**src/rtl/usb_rx_phy.sv**
```systemverilog
// USB receive front end: pin synchroniser, 4-phase DPLL, NRZI decode, bit unstuffing, SYNC/EOP detection.
// Optional macro USB_RX_GLITCH_FILTER_EN inserts a 2-clock agreement filter ahead of line_state.
module usb_rx_phy #(
  parameter int FULL_SPEED     = 1,
  parameter int SYNC_MIN_ZEROS = 5
) (
  input  logic       clk,
  input  logic       reset,
  input  logic       d_p,
  input  logic       d_n,
  output logic [1:0] line_state,
  output logic       rx_active,
  output logic       rx_sop,
  output logic       rx_valid,
  output logic       rx_data,
  output logic       rx_eop,
  output logic       rx_error
);

  localparam logic [1:0] LS_SE0 = 2'd0;
  localparam logic [1:0] LS_J   = 2'd1;
  localparam logic [1:0] LS_K   = 2'd2;
  localparam logic [1:0] LS_SE1 = 2'd3;

  localparam logic J_DP = (FULL_SPEED != 0) ? 1'b1 : 1'b0;
  localparam logic J_DN = ~J_DP;

  localparam logic [3:0] MIN_ZEROS = 4'(SYNC_MIN_ZEROS);
  localparam logic [2:0] ONES_STUFF = 3'd6;

  typedef enum logic [2:0] {
    ST_IDLE  = 3'd0,
    ST_SYNC  = 3'd1,
    ST_DATA  = 3'd2,
    ST_EOP   = 3'd3,
    ST_ABORT = 3'd4
  } state_t;

  function automatic logic [1:0] decode_pins(input logic dp, input logic dn);
    logic [1:0] ls;
    case ({dp, dn})
      2'b00:   ls = LS_SE0;
      2'b11:   ls = LS_SE1;
      default: ls = (dp == J_DP) ? LS_J : LS_K;
    endcase
    return ls;
  endfunction

  logic       dp_s1_r;
  logic       dn_s1_r;
  logic [1:0] sym_s1_s;
  logic [1:0] line_next_s;
  logic [1:0] phase_r;
  logic       strobe_s;

  assign sym_s1_s = decode_pins(dp_s1_r, dn_s1_r);

`ifdef USB_RX_GLITCH_FILTER_EN
  logic [1:0] sym_s2_r;

  // Second synchroniser stage, held apart from line_state so the filter can compare two samples
  always_ff @(posedge clk) begin
    if (reset) begin
      sym_s2_r <= LS_J;
    end else begin
      sym_s2_r <= sym_s1_s;
    end
  end

  // Accept a new symbol only once both stages agree on it
  always_comb begin
    line_next_s = line_state;
    if (sym_s1_s == sym_s2_r) begin
      line_next_s = sym_s2_r;
    end else begin
      line_next_s = line_state;
    end
  end
`else
  // Without the filter the second stage is line_state itself
  always_comb begin
    line_next_s = sym_s1_s;
  end
`endif

  // Pin synchroniser and DPLL phase; phase is 0 in the first cycle a new symbol is visible
  always_ff @(posedge clk) begin
    if (reset) begin
      dp_s1_r    <= J_DP;
      dn_s1_r    <= J_DN;
      line_state <= LS_J;
      phase_r    <= 2'd0;
    end else begin
      dp_s1_r    <= d_p;
      dn_s1_r    <= d_n;
      line_state <= line_next_s;
      if (line_next_s != line_state) begin
        phase_r <= 2'd0;
      end else begin
        phase_r <= phase_r + 2'd1;
      end
    end
  end

  assign strobe_s = (phase_r == 2'd2);

  state_t     state_r;
  logic [1:0] prev_sym_r;
  logic [2:0] zero_cnt_r;
  logic [2:0] ones_cnt_r;
  logic [1:0] se0_cnt_r;
  logic       bit_s;

  assign bit_s = (line_state == prev_sym_r);

  // Receive FSM; acts only on strobe cycles, pulses land one cycle later
  always_ff @(posedge clk) begin
    if (reset) begin
      state_r    <= ST_IDLE;
      prev_sym_r <= LS_J;
      zero_cnt_r <= 3'd0;
      ones_cnt_r <= 3'd0;
      se0_cnt_r  <= 2'd0;
      rx_active  <= 1'b0;
      rx_sop     <= 1'b0;
      rx_valid   <= 1'b0;
      rx_data    <= 1'b0;
      rx_eop     <= 1'b0;
      rx_error   <= 1'b0;
    end else begin
      rx_sop   <= 1'b0;
      rx_valid <= 1'b0;
      rx_eop   <= 1'b0;
      rx_error <= 1'b0;
      if (strobe_s) begin
        prev_sym_r <= line_state;
        case (state_r)
          ST_IDLE: begin
            if (line_state == LS_K) begin
              state_r    <= ST_SYNC;
              zero_cnt_r <= 3'd0;
            end
          end
          ST_SYNC: begin
            if ((line_state == LS_SE0) || (line_state == LS_SE1)) begin
              state_r <= ST_IDLE;
            end else if (!bit_s) begin
              if (zero_cnt_r != 3'd7) begin
                zero_cnt_r <= zero_cnt_r + 3'd1;
              end
            end else if ({1'b0, zero_cnt_r} >= MIN_ZEROS) begin
              state_r    <= ST_DATA;
              rx_sop     <= 1'b1;
              rx_active  <= 1'b1;
              ones_cnt_r <= 3'd0;
            end else begin
              state_r <= ST_IDLE;
            end
          end
          ST_DATA: begin
            if (line_state == LS_SE0) begin
              state_r   <= ST_EOP;
              se0_cnt_r <= 2'd1;
            end else if (line_state == LS_SE1) begin
              rx_error  <= 1'b1;
              rx_active <= 1'b0;
              state_r   <= ST_ABORT;
            end else if (ones_cnt_r < ONES_STUFF) begin
              rx_valid   <= 1'b1;
              rx_data    <= bit_s;
              ones_cnt_r <= bit_s ? (ones_cnt_r + 3'd1) : 3'd0;
            end else if (!bit_s) begin
              // Stuffed zero after six ones: swallow it
              ones_cnt_r <= 3'd0;
            end else begin
              rx_error  <= 1'b1;
              rx_active <= 1'b0;
              state_r   <= ST_ABORT;
            end
          end
          ST_EOP: begin
            if (line_state == LS_SE0) begin
              if (se0_cnt_r == 2'd3) begin
                rx_error  <= 1'b1;
                rx_active <= 1'b0;
                state_r   <= ST_ABORT;
              end else begin
                se0_cnt_r <= se0_cnt_r + 2'd1;
              end
            end else if (line_state == LS_J) begin
              rx_eop    <= 1'b1;
              rx_active <= 1'b0;
              state_r   <= ST_IDLE;
            end else begin
              rx_error  <= 1'b1;
              rx_active <= 1'b0;
              state_r   <= ST_ABORT;
            end
          end
          ST_ABORT: begin
            if (line_state == LS_J) begin
              state_r <= ST_IDLE;
            end
          end
          default: begin
            state_r   <= ST_IDLE;
            rx_active <= 1'b0;
          end
        endcase
      end
    end
  end

endmodule
```
**config.mk**
```make
export PLATFORM = sky130hd
export DESIGN_NAME = usb_rx_phy
export DESIGN_NICKNAME = d
export VERILOG_FILES = /design/src/rtl/usb_rx_phy.sv
export SDC_FILE = /design/constraint.sdc
export NUM_CORES = 1
export LEC_CHECK = 0
export ABC_CLOCK_PERIOD_IN_PS = 2500
export CORE_MARGIN = 2
export CORE_UTILIZATION = 38
export CTS_BUF_LIST = sky130_fd_sc_hd__clkbuf_4 sky130_fd_sc_hd__clkbuf_8
export CTS_CLUSTER_DIAMETER = 50
export CTS_CLUSTER_SIZE = 14
export DETAILED_ROUTE_END_ITERATION = 12
export GPL_TIMING_DRIVEN = 1
export PLACE_DENSITY = 0.61
export SLEW_MARGIN = 20
export SYNTH_ARGS = -nofsm -noshare
export SYNTH_HDL_FRONTEND = slang
export SYNTH_SLANG_ARGS = --single-unit
export TNS_END_PERCENT = 5
```
**constraint.sdc**
```tcl
create_clock -name clk -period 2.5 [get_ports clk]
set_clock_uncertainty 0.2 [all_clocks]
set_input_delay 0.5 -clock clk [delete_from_list [all_inputs] [get_ports clk]]
set_output_delay 0.5 -clock clk [all_outputs]
set_load 0.01 [all_outputs]
```
==> After elaboration in Yosys (flattened, before gate mapping) <==
Index checks and enable logic that the tools add are counted.
{ "classes": {"n_addsub": 4, "n_mul": 0, "n_div": 0, "magnitude_cmp": 2, "eq_ne": 32, "shifts": 0, "n_mux": 54, "bitwise": 8, "n_reduce_logical": 19} }
{ "op_table": {"columns": ["cell", "n"], "rows": [
  ["$mux 3", 23],
  ["$ne 2x2->1 const B", 12],
  ["$mux 1", 19],
  ["$ne 3x3->1 const B", 6],
  ["$pmux 3 s5", 1],
  ["$pmux 3 s2", 2],
  ["$eq 2x2->1 const B", 5],
  ["$mux 2", 5],
  ["$reduce_and 5->1", 2],
  ["$reduce_or 5->1", 2],
  ["$reduce_and 9->1", 1],
  ["$ne 4x4->1 const B", 2],
  ["$not 1->1", 8],
  ["$pmux 2 s2", 2],
  ["$reduce_and 8->1", 1],
  ["$reduce_and 7->1", 1],
  ["$add 3x1->3 const B", 2],
  ["$eq 3x2->1 const B", 2],
  ["$reduce_and 6->1", 1],
  ["$reduce_bool 2->1", 3],
  ["$reduce_or 2->1", 3],
  ["$add 2x1->2 const B", 2],
  ["$logic_not 2->1", 2],
  ["$pmux 1 s4", 1],
  ["11 further kinds", 11]
]} }
{ "totals": {"ff_bits": 25, "latch_bits": 0, "ramBits": 0, "mem_bits_ro": 0, "out_inout_bits": 8, "memories": 0} }

==> Depth between registers and ports, before layout <==
{ "depth": {"depth_word": 6, "mapped_depth": 8} }

==> Least setup slack after synthesis <==
No wires, ideal clock.
{ "synth_timing": {"path_kind": "reg-to-reg", "startpoint": "reg line_state[0]", "endpoint": "reg ones_cnt_r[0]", "setup_ns": 0.070, "t_arrival_ns": 2.100, "required_ns": 2.230, "slack_ns": 0.130, "stages_incl_launch_ff": 8, "n_path_buf": 0, "period_less_slack_ns": 2.370, "cell_sequence": "dfxtp_1 inv_1 ha_1 o311a_1 a31oi_1 or3_1 or4_1 a21oi_1"} }
{ "synth_between": {"elab_chain_len": 6} }
{ "synth_lines": {"columns": ["element", "line_no", "rtl"], "rows": [
  ["start: declaration", "11", "output logic [1:0] line_state,"],
  ["start signal: assignment", "96", "line_state <= line_next_s;"],
  ["$eq 2x2->1", "114", "assign bit_s = (line_state == prev_sym_r);"],
  ["$mux 3", "171", "ones_cnt_r <= bit_s ? (ones_cnt_r + 3'd1) : 3'd0;"],
  ["$mux 3", "168", "end else if (ones_cnt_r < ONES_STUFF) begin"],
  ["$mux 3", "164", "end else if (line_state == LS_SE1) begin"],
  ["$mux 3", "161", "if (line_state == LS_SE0) begin"],
  ["$pmux 3 s2", "137", "case (state_r)"],
  ["end signal: assignment", "171", null],
  ["end: declaration", "110", "logic [2:0] ones_cnt_r;"]
]} }
Several ways; a longest one is shown, not always the timed one. The select of a mux whose other input is x is not followed.
A chain may end at the register's enable or synchronous reset.

==> Worst setup path in the final report <==
{ "layout_timing": {"startpoint": "reg line_state[1]", "endpoint": "reg ones_cnt_r[0]"} }
The elaborated chain is that of the path after synthesis.

==> metrics.yaml <==
place:
  dpl.cell_count: 221
  place_area_um2: 1600
  place_hpwl_um: 2270
  place_ws_ns: 0.235
  place_congestion: 0.834
  port_buffers: 11
setup_path:
  end_kind: "flip-flop"
  crit_path_start_kind: "flip-flop"
  critPathBufInv: 1
  path_cells: "inv_1 -> ha_1 -> o311a_1 -> a31oi_1 -> or3_1 -> or4_1 -> a21oi_1"
  cp_max_fo: 4
  cp.arrival_ns: 2.30
  required_ns: 2.50
  critPathKind: "flip-flop to flip-flop"
  cp_slowest_cell: "or4_1"
  cp_top_family: "simple AND/OR/NAND/NOR gates"
  max_stage_delay_ns: 0.42
power_and_ir_drop:
  irDropWorstVdd_mv: 0.217
  power_mw: 0.759
  p_leak_nw: 0.633
  powerDensity_nw_per_um2: 459
run:
  drv_cap: 0
synthesis:
  syn_nets: 176
  synth_top_area_cell: "dfxtp_1"
  synth_most_common_cell: "dfxtp_1"
  synthAdderAreaFrac: 0.0978
  syn_inst: 161
  async_reset_ff_frac: 0
  synth_mux_area_frac: 0.0231
  synth_area_um2: 1410
  synth_top_area_frac: 0.356
  yosysWarnings: 0
  ys.flop_type: "dfxtp_1"
  synth_top_family_by_area: "simple AND/OR/NAND/NOR gates"
  synth_compound_area_frac: 0.204
  synth_common_cells: "25 x dfxtp_1, 17 x a21oi_1, 14 x nor2_1"
  synth_xor_area_frac: 0.0356
  synth.distinct_cells: 49
  synthTopCellsByArea: "dfxtp_1 36%, ha_1 9.8%, a21oi_1 6.0%, nor2_1 3.7%, nand2_1 2.7%"
  yosysSeqAreaShare: 0.356
  avgSynthCellArea_um2: 8.74
  synth_seq_cells: 25
  synth-simple-area-share: 0.247
  synth_edf_count: 0
layout:
  final_layout_size_suffix_gt1_frac: 0.113
  areaGrowthSynthToFinish_pct: 17.4
  fin_area_um2: 1650
  multiInputGateArea_um2: 855
  seq_area_um2: 500
  antenna_cells: 0
  finalNonFillerCells: 225
  nNetsFinal: 193
  fillers: 347
sta:
  finalCritPeriodShare: 0.920
  maxSlewViolCount: 0
  worstMarginPinSlew_ns: 0.689
  max-slew-margin-rel: 0.540
  fmax_mhz: 435
  finalHoldViolCount: 0
  finalWorstSetupSlack_ns: 0.201
  rsz0062_at_grt: "no"
  setup_tns_ns: 0
  setup_viol: 0
  period_needed_ns: 2.30
clock_tree:
  cts_setup_buffers: 0
  cts_resized: 0
  clockBufferDepth: 2
  clk_latency_ns: 0.27
  cts_buffers: 3
  htreeDepth: 1
  path_clk_slew_ns: 0.08
  cts_sinks: 25
  cts-hold-fix-buffers: 0
  cts_tree: "yes"
  root_buffer: "clkbuf_8"
routing:
  ant_nets: 0
  dr.pass1.iters: 4
  wire_per_inst_um: 13.1
  via_count: 1246
  drc: 0
  drt_wl_total_um: 2950
  drtIter0Drc: 106
  viasPerCell: 5.54
global_route:
  grt_pass1_vias: 1174
  grt_max_degree: 16
  grt_overflow_total: 0
  grt.total_usage: 0.161
  grt_pass1_wl_um: 5290
  antenna_found_initial: 0
die:
  initial_core_util: 0.390
  die_y_um: 64.9
  num_io_pins: 12
  rows: 22
  die_area_um2: 4210
  die_w_um: 64.9
  core_area_um2: 3610
min_path:
  hold_path.class: "flip-flop to flip-flop"
run_status:
  outcome: "complete, no violations"
-- placed cells by master (no fill, tap or decap), types with 2 or more instances in the layout --
master and instances:
a2111oi_0 2, a211o_1 2, a21o_1 2, a21oi_1 17, buf_4 7, clkbuf_8 3, clkdlybuf4s50_1 11, dfxtp_1 25
ha_1 11, inv_1 7, nand2_1 10, nand2b_1 5, nand3b_1 2, nand4_1 4, nor2_1 14, nor2b_1 6
nor3_1 7, nor4_1 2, o21ai_0 4, o21ai_1 2, or3_1 4, xnor2_2 2
-- layout make-up --
type                    instances  share of cell area
multi-input cells             123               0.517
inverters                       7              0.0159
clock buffers                   4              0.0295
repair buffers                 18              0.0984
flip-flops and latches         25               0.303
well taps                      48              0.0363
-- sequential cells by signal, summed over array words and instances, names as in the netlist --
register / flops
dn_s1_r: 1
dp_s1_r: 1
line_state: 2
ones_cnt_r: 3
phase_r: 2
prev_sym_r: 2
rx_active: 1
rx_data: 1
rx_eop: 1
rx_error: 1
rx_sop: 1
rx_valid: 1
se0_cnt_r: 2
state_r: 3
zero_cnt_r: 3
-- cells by family after synthesis --
logic type,count (synthesis)
buffers and inverters,13
AOI/OAI and AO/OA,41
DFF,25
xor gates and xnor gates,4
muxes,3
adders and majority gates,11
and+or+nand+nor,64
-- worst paths after layout --
check,slack [ns],start,to,depth (start not counted)
worst max-delay path,0.20,line_state[1],ones_cnt_r[0],7
worst min-delay path,0.22,phase_r[0],phase_r[0],1
worst max register to register,0.20,line_state[1],ones_cnt_r[0],7
worst min register to register,0.22,phase_r[0],phase_r[0],1
-- worst register-to-register path, delay by kind of cell (launching register included) --
kind                     cells  cell delay, ns
flip-flops                   1            0.33
AO/OA/AOI/OAI                3            0.49
buffers and inverters        1            0.06
AND/OR/NAND/NOR              2            0.81
adder cells (fa/ha/maj)      1            0.34
-- routing by layer --
metal	vias up	routed length (µm)	track usage
met2	35	1400	0.253
met5	-	0	0
met3	7	130	0.0365
met1	586	1360	0.207
met4	0	64	0.0771
li1	618	-	-
-- through the flow --
step,util,hold WS [ns]
after floorplan,-,0.191
after global placement,0.445,0.201
after detailed placement,0.445,0.215
after CTS,0.458,0.226
after global routing,0.458,0.248
final,0.458,0.221
-- power by group --
| group | leakage (nW) | switching (mW) | internal, mW | total (mW) |
|---|---|---|---|---|
| clock network | 0.0262 | 0.126 | 0.125 | 0.251 |
| logic | 0.404 | 0.0563 | 0.0412 | 0.0976 |
| registers | 0.203 | 0.00453 | 0.406 | 0.410 |
| total | 0.633 | 0.187 | 0.572 | 0.759 |
No activity file was read; power rests on OpenSTA's default activity.
